**config.mk**
```make
export PLATFORM = sky130hd
export DESIGN_NAME = mem_ctrl_flat
export DESIGN_NICKNAME = d
export VERILOG_FILES = /design/src/rtl/mem_ctrl_if.sv /design/src/rtl/mem_ctrl.sv /design/src/flat_wrapper.sv
export SDC_FILE = /design/constraint.sdc
export NUM_CORES = 1
export LEC_CHECK = 0
export CAP_MARGIN = 0
export CORE_MARGIN = 5
export CORE_UTILIZATION = 44
export DETAILED_ROUTE_END_ITERATION = 8
export PLACE_DENSITY = 0.74
export SLEW_MARGIN = 20
export SYNTH_ARGS = -nofsm -noshare
export SYNTH_HDL_FRONTEND = slang
export SYNTH_SLANG_ARGS = --single-unit
```
**constraint.sdc**
```tcl
create_clock -name clk -period 2.9 [get_ports clk]
set_input_delay 0.58 -clock clk [delete_from_list [all_inputs] [get_ports clk]]
set_output_delay 0.58 -clock clk [all_outputs]
set_load 0.01 [all_outputs]
```
**src/rtl/mem_ctrl_if.sv**
```systemverilog
// rtl/mem_ctrl_if.sv - MEM-stage, instruction-fetch and RAM port signals of mem_ctrl
interface mem_ctrl_if;
  logic        ma_ce_flag;
  logic        ma_rw_flag;
  logic [31:0] ma_addr_in;
  logic [7:0]  ma_data_in;
  logic [7:0]  ma_data_out;
  logic        if_ce_in;
  logic [31:0] if_addr_in;
  logic [31:0] if_inst_out;
  logic        if_done_out;
  logic [7:0]  mem_din;
  logic [7:0]  mem_dout;
  logic [31:0] mem_a;
  logic        mem_wr;

  modport slave (
    input  ma_ce_flag, ma_rw_flag, ma_addr_in, ma_data_in,
    input  if_ce_in, if_addr_in, mem_din,
    output ma_data_out, if_inst_out, if_done_out, mem_dout, mem_a, mem_wr
  );

  modport master (
    output ma_ce_flag, ma_rw_flag, ma_addr_in, ma_data_in,
    output if_ce_in, if_addr_in, mem_din,
    input  ma_data_out, if_inst_out, if_done_out, mem_dout, mem_a, mem_wr
  );
endinterface

```
**src/rtl/mem_ctrl.sv**
```systemverilog
// rtl/mem_ctrl.sv - byte RAM port arbiter: MEM pass-through with priority, 4-byte
// little-endian instruction fetch burst
module mem_ctrl (
  input  logic        clk,
  input  logic        rst,
  mem_ctrl_if.slave   bus
);
  localparam logic [0:0] S_IDLE = 1'b0;
  localparam logic [0:0] S_BUSY = 1'b1;

  logic [0:0]  r_state;
  logic [2:0]  r_cnt;
  logic [31:0] r_addr_q;
  logic [23:0] r_buf;
  logic [31:0] r_inst;
  logic        r_done;

  logic        w_idle_start;
  logic        w_redirect;
  logic        w_start;

  // A start cycle drives if_addr_in directly (byte 0), so the registered burst begins at cnt=1
  assign w_idle_start = (r_state == S_IDLE) && bus.if_ce_in && !bus.ma_ce_flag && !r_done;
  assign w_redirect   = (r_state == S_BUSY) && bus.if_ce_in && !bus.ma_ce_flag &&
                        (bus.if_addr_in != r_addr_q);
  assign w_start      = w_idle_start || w_redirect;

  assign bus.if_inst_out = r_inst;
  assign bus.if_done_out = r_done;

  always_comb begin
    bus.mem_a       = 32'd0;
    bus.mem_wr      = 1'b0;
    bus.mem_dout    = 8'd0;
    bus.ma_data_out = 8'd0;
    if (rst) begin
      bus.ma_data_out = bus.mem_din;
      if (bus.ma_ce_flag) begin
        bus.mem_a    = bus.ma_addr_in;
        bus.mem_wr   = bus.ma_rw_flag;
        bus.mem_dout = bus.ma_data_in;
      end else if (w_start) begin
        bus.mem_a = bus.if_addr_in;
      end else if ((r_state == S_BUSY) && (r_cnt <= 3'd3)) begin
        bus.mem_a = r_addr_q + {29'd0, r_cnt};
      end
    end
  end

  always_ff @(posedge clk or negedge rst) begin
    if (!rst) begin
      r_state  <= S_IDLE;
      r_cnt    <= 3'd0;
      r_addr_q <= 32'd0;
      r_buf    <= 24'd0;
      r_inst   <= 32'd0;
      r_done   <= 1'b0;
    end else begin
      r_done <= 1'b0;
      if (r_state == S_IDLE) begin
        if (w_idle_start) begin
          r_state  <= S_BUSY;
          r_cnt    <= 3'd1;
          r_addr_q <= bus.if_addr_in;
        end
      end else if (bus.ma_ce_flag || !bus.if_ce_in) begin
        r_state <= S_IDLE;
        r_cnt   <= 3'd0;
        r_buf   <= 24'd0;
      end else if (w_redirect) begin
        r_cnt    <= 3'd1;
        r_addr_q <= bus.if_addr_in;
      end else if (r_cnt == 3'd4) begin
        r_inst  <= {bus.mem_din, r_buf};
        r_done  <= 1'b1;
        r_state <= S_IDLE;
        r_cnt   <= 3'd0;
      end else begin
        // mem_din now carries the byte addressed one cycle earlier
        case (r_cnt)
          3'd1:    r_buf[7:0]   <= bus.mem_din;
          3'd2:    r_buf[15:8]  <= bus.mem_din;
          default: r_buf[23:16] <= bus.mem_din;
        endcase
        r_cnt <= r_cnt + 3'd1;
      end
    end
  end
endmodule
```
**src/flat_wrapper.sv**
```systemverilog
// flat-port wrapper written by rule: the top's interface ports become plain ports
module mem_ctrl_flat 
  (clk, rst, bus_ma_ce_flag, bus_ma_rw_flag, bus_ma_addr_in, bus_ma_data_in, bus_if_ce_in, bus_if_addr_in, bus_mem_din, bus_ma_data_out, bus_if_inst_out, bus_if_done_out, bus_mem_dout, bus_mem_a, bus_mem_wr);
  mem_ctrl_if bus_i ();
  input  logic clk;
  input  logic rst;
  input wire logic [$bits(bus_i.ma_ce_flag)-1:0] bus_ma_ce_flag;
  input wire logic [$bits(bus_i.ma_rw_flag)-1:0] bus_ma_rw_flag;
  input wire logic [$bits(bus_i.ma_addr_in)-1:0] bus_ma_addr_in;
  input wire logic [$bits(bus_i.ma_data_in)-1:0] bus_ma_data_in;
  input wire logic [$bits(bus_i.if_ce_in)-1:0] bus_if_ce_in;
  input wire logic [$bits(bus_i.if_addr_in)-1:0] bus_if_addr_in;
  input wire logic [$bits(bus_i.mem_din)-1:0] bus_mem_din;
  output wire logic [$bits(bus_i.ma_data_out)-1:0] bus_ma_data_out;
  output wire logic [$bits(bus_i.if_inst_out)-1:0] bus_if_inst_out;
  output wire logic [$bits(bus_i.if_done_out)-1:0] bus_if_done_out;
  output wire logic [$bits(bus_i.mem_dout)-1:0] bus_mem_dout;
  output wire logic [$bits(bus_i.mem_a)-1:0] bus_mem_a;
  output wire logic [$bits(bus_i.mem_wr)-1:0] bus_mem_wr;
  assign bus_i.ma_ce_flag = bus_ma_ce_flag;
  assign bus_i.ma_rw_flag = bus_ma_rw_flag;
  assign bus_i.ma_addr_in = bus_ma_addr_in;
  assign bus_i.ma_data_in = bus_ma_data_in;
  assign bus_i.if_ce_in = bus_if_ce_in;
  assign bus_i.if_addr_in = bus_if_addr_in;
  assign bus_i.mem_din = bus_mem_din;
  assign bus_ma_data_out = bus_i.ma_data_out;
  assign bus_if_inst_out = bus_i.if_inst_out;
  assign bus_if_done_out = bus_i.if_done_out;
  assign bus_mem_dout = bus_i.mem_dout;
  assign bus_mem_a = bus_i.mem_a;
  assign bus_mem_wr = bus_i.mem_wr;
  mem_ctrl u_core (.clk(clk), .rst(rst), .bus(bus_i));
endmodule
```
==> metrics.yaml <==
required_ns: 2.32
vdd_drop_max_v: 0.000276
start_kind: "flop"
async_flop_share_pct: 100
synthFlopType: "dfrtp_1"
violations: "negative setup slack"
yosys.area.top_type: "dfrtp_1"
slew_headroom_pct: 42.6
crit_arrival_ns: 3.01
r2r_cells: 12
crit_start: "u_core.r_addr_q[0]"
gr-total-overflow: 0
crit_path_end: "bus_mem_a[30]"
final_cells: 1092
fin_ws_ns: -0.691
regToRegStartpoint: "u_core.r_addr_q[0]"
antenna_found_initial: 0
drive_above_1_share_pct: 39.6
io_pins: 167
drcViolationCount: 0
ys_ff_latch: 93
outcome: "finished with violations"
synthTopCellsByArea: "dfrtp_1, mux2_4, mux2_2"
avgViaCountPerCell: 5.69
grt_pass1_wl_um: 33000
cts_made_buffers: 9
cts_num_sinks: 93
numPortBuffers: 166
core_area_sq_mm: 0.0133
gp_congestion: 0.914
path_clk_slew_ns: 0.07
start_util_pct: 45.1
reg2reg_to: "u_core.r_addr_q[2]"
p_clk_share_pct: 30.1
whs_ns: 0.196
detail_route.first_pass.iterations: 7
rows: 42
clock-root-buffer: "clkbuf_16"
grt_max_degree: 76
slew_viol_final: 0
holdBufCountCts: 0
power_frac_comb_pct: 31.4
ys_seq_area_share_pct: 38.7
p_seq_share_pct: 38.5
hold_viol: 0
cts_tree: "yes"
drt-initial-drc-count: 620
fin_skew_ns: 0.0123
die_h_um: 127
fin_nets: 1006
fin_util_pct: 72.5
yosys_warnings: 0
finalSetupViolations: 61
synth_top_area_share_pct: 38.7
post-place-ws_ns: -0.855
fin_crit_sh_pct: 124
final_common_cell: "buf_4"
cts.path.max_buffers: 2
clock_latency_ns: 0.36
fmax_mhz: 278
track_usage_pct: 25.7
drv_cap: 0
finalWirelength_um: 21900
antenna_cells: 0
syn_inst: 625
worst_pin_slew_ns: 0.858
regToRegSetupSlack_ns: -0.03
avgSynthCellArea_sq_um: 9.63
power_density_mw_per_mm2: 390
dieArea_sq_mm: 0.0161
final_antenna_net_count: 0
syn_to_final_growth_pct: 60.9
hpwl_um: 15300
fin_crit_ns: 3.59
most-common-layout-cells: "buf_4, clkdlybuf4s50_1, dfrtp_1"
syn_area_sq_mm: 0.00602
rsz0062_at_grt: "yes"
synth.distinct_cells: 48
crit_fanout: 3
route.detailed.wl_per_inst_um: 20.1
vias: 6217
end_kind: "primary output"
p_int_mw: 2.58
grt_pass1_vias: 6177
leakagePower_nw: 4.39
synth-edff-count: 0
die_w_um: 127
synth_fp_nets: 719
power_switching_mw: 1.19
switching_share_pct: 31.6
dp.cells: 1054
critical_path_class: "reg -> out"
hold_class: "in -> async"
ctsHtreeMaxLevel: 3
[worst min path at each step]
stage / startpoint / to / slack, ns / cells after the start
after detailed placement: u_core.r_buf[2] / u_core.r_buf[2] / 0.48 / 2
after global placement: u_core.r_buf[7] / u_core.r_buf[7] / 0.47 / 2
after floorplan: rst / u_core.bus.if_done_out / 0.28 / 0
after CTS: rst / u_core.r_addr_q[26] / 0.19 / 2
after global routing: rst / u_core.r_addr_q[26] / 0.19 / 2
final: rst / u_core.r_addr_q[26] / 0.20 / 2
[logic make-up after synthesis]
| kind of cell | synth area share (%) |
|---|---|
| XOR/XNOR | 8.88 |
| buffers and inverters | 5.03 |
| AO/OA/AOI/OAI | 14.2 |
| flip-flops | 38.7 |
| multiplexers | 15.2 |
| adder cells (fa/ha/maj) | 2.00 |
| AND/OR/NAND/NOR | 16.0 |
[routing by layer]
| metal | share of wire, % | vias to the layer above | track usage, % | wire (um) |
|---|---|---|---|---|
| li1 | - | 2812 | - | - |
| met4 | 3.5 | 0 | 10.8 | 767 |
| met1 | 39 | 3059 | 31.8 | 8580 |
| met2 | 52 | 290 | 44.6 | 11300 |
| met3 | 5.9 | 56 | 3.91 | 1300 |
| met5 | 0 | - | 0 | 0 |
[area by class of cell]
type	count	area, sq um
multi-input cells	475	3990
well taps	176	220
inverters	13	50.0
fillers	976	3670
flip-flops and latches	93	2330
clock buffers	10	239
repair buffers	320	2820
clock inverters	5	37.5
[timing repair]
action	CTS	global route
resized for setup	264	42
setup buffers	21	13
endpoints found under the setup margin	64	88
cloned	1	0
pin swaps	78	62
[critical path, cell delays in order (launching register included)]
cell and delay, ns:
dfrtp_1 0.42, ha_4 0.17, inv_2 0.04, fa_2 0.33, nand2b_4 0.16, a2111o_2 0.48
buf_6 0.16, buf_6 0.11, nor4_4 0.13, xor2_1 0.22, nand3_1 0.15, a21oi_2 0.14
buf_2 0.14
[power by group through the flow]
stage	Clock [mW]	Sequential, mW	Combinational, mW
floorplan	0	1.46	0.470
global placement	0	1.46	1.03
detailed placement	0	1.46	1.04
CTS	1.14	1.45	1.12
global route	1.19	1.46	1.25
finish	1.14	1.45	1.19
[Yosys cell counts, types with 2 or more instances]
library cell / number
a31oi_1: 23
and2_1: 8
xor2_1: 20
a211oi_1: 2
and4_1: 2
mux2_4: 30
nor3_1: 12
mux2i_1: 8
nand4_1: 14
xnor2_1: 41
buf_4: 4
dfrtp_1: 93
buf_2: 10
and3_1: 19
a21oi_1: 41
nand3_1: 47
o21ai_0: 50
inv_1: 12
nor2_1: 14
mux2_2: 34
buf_12: 3
o2111ai_1: 2
nor2b_1: 2
clkbuf_1: 26
nor4_1: 4
o211ai_1: 2
nand2b_1: 2
ha_1: 8
a2111o_1: 2
a21bo_2: 5
a21o_1: 7
nand2_1: 58
o221a_2: 5
[flip-flops by register name, summed over array words and instances (netlist names)]
signal / flops
u_core.bus.if_done_out: 1
u_core.r_state: 1
u_core.r_cnt: 3
u_core.bus.if_inst_out: 32
u_core.r_buf: 24
u_core.r_addr_q: 32
[metrics by stage]
stage / area [sq um] / total power [mW] / TNS, ns
finish: 9680 / 3.78 / -12.76
global route: 9680 / 3.91 / -18.75
CTS: 9480 / 3.71 / -13.12
detailed placement: 8760 / 2.51 / -51.39
global placement: 8760 / 2.49 / -48.40
floorplan: 6080 / 1.93 / -0.290
(Power assumes the default switching activity.)
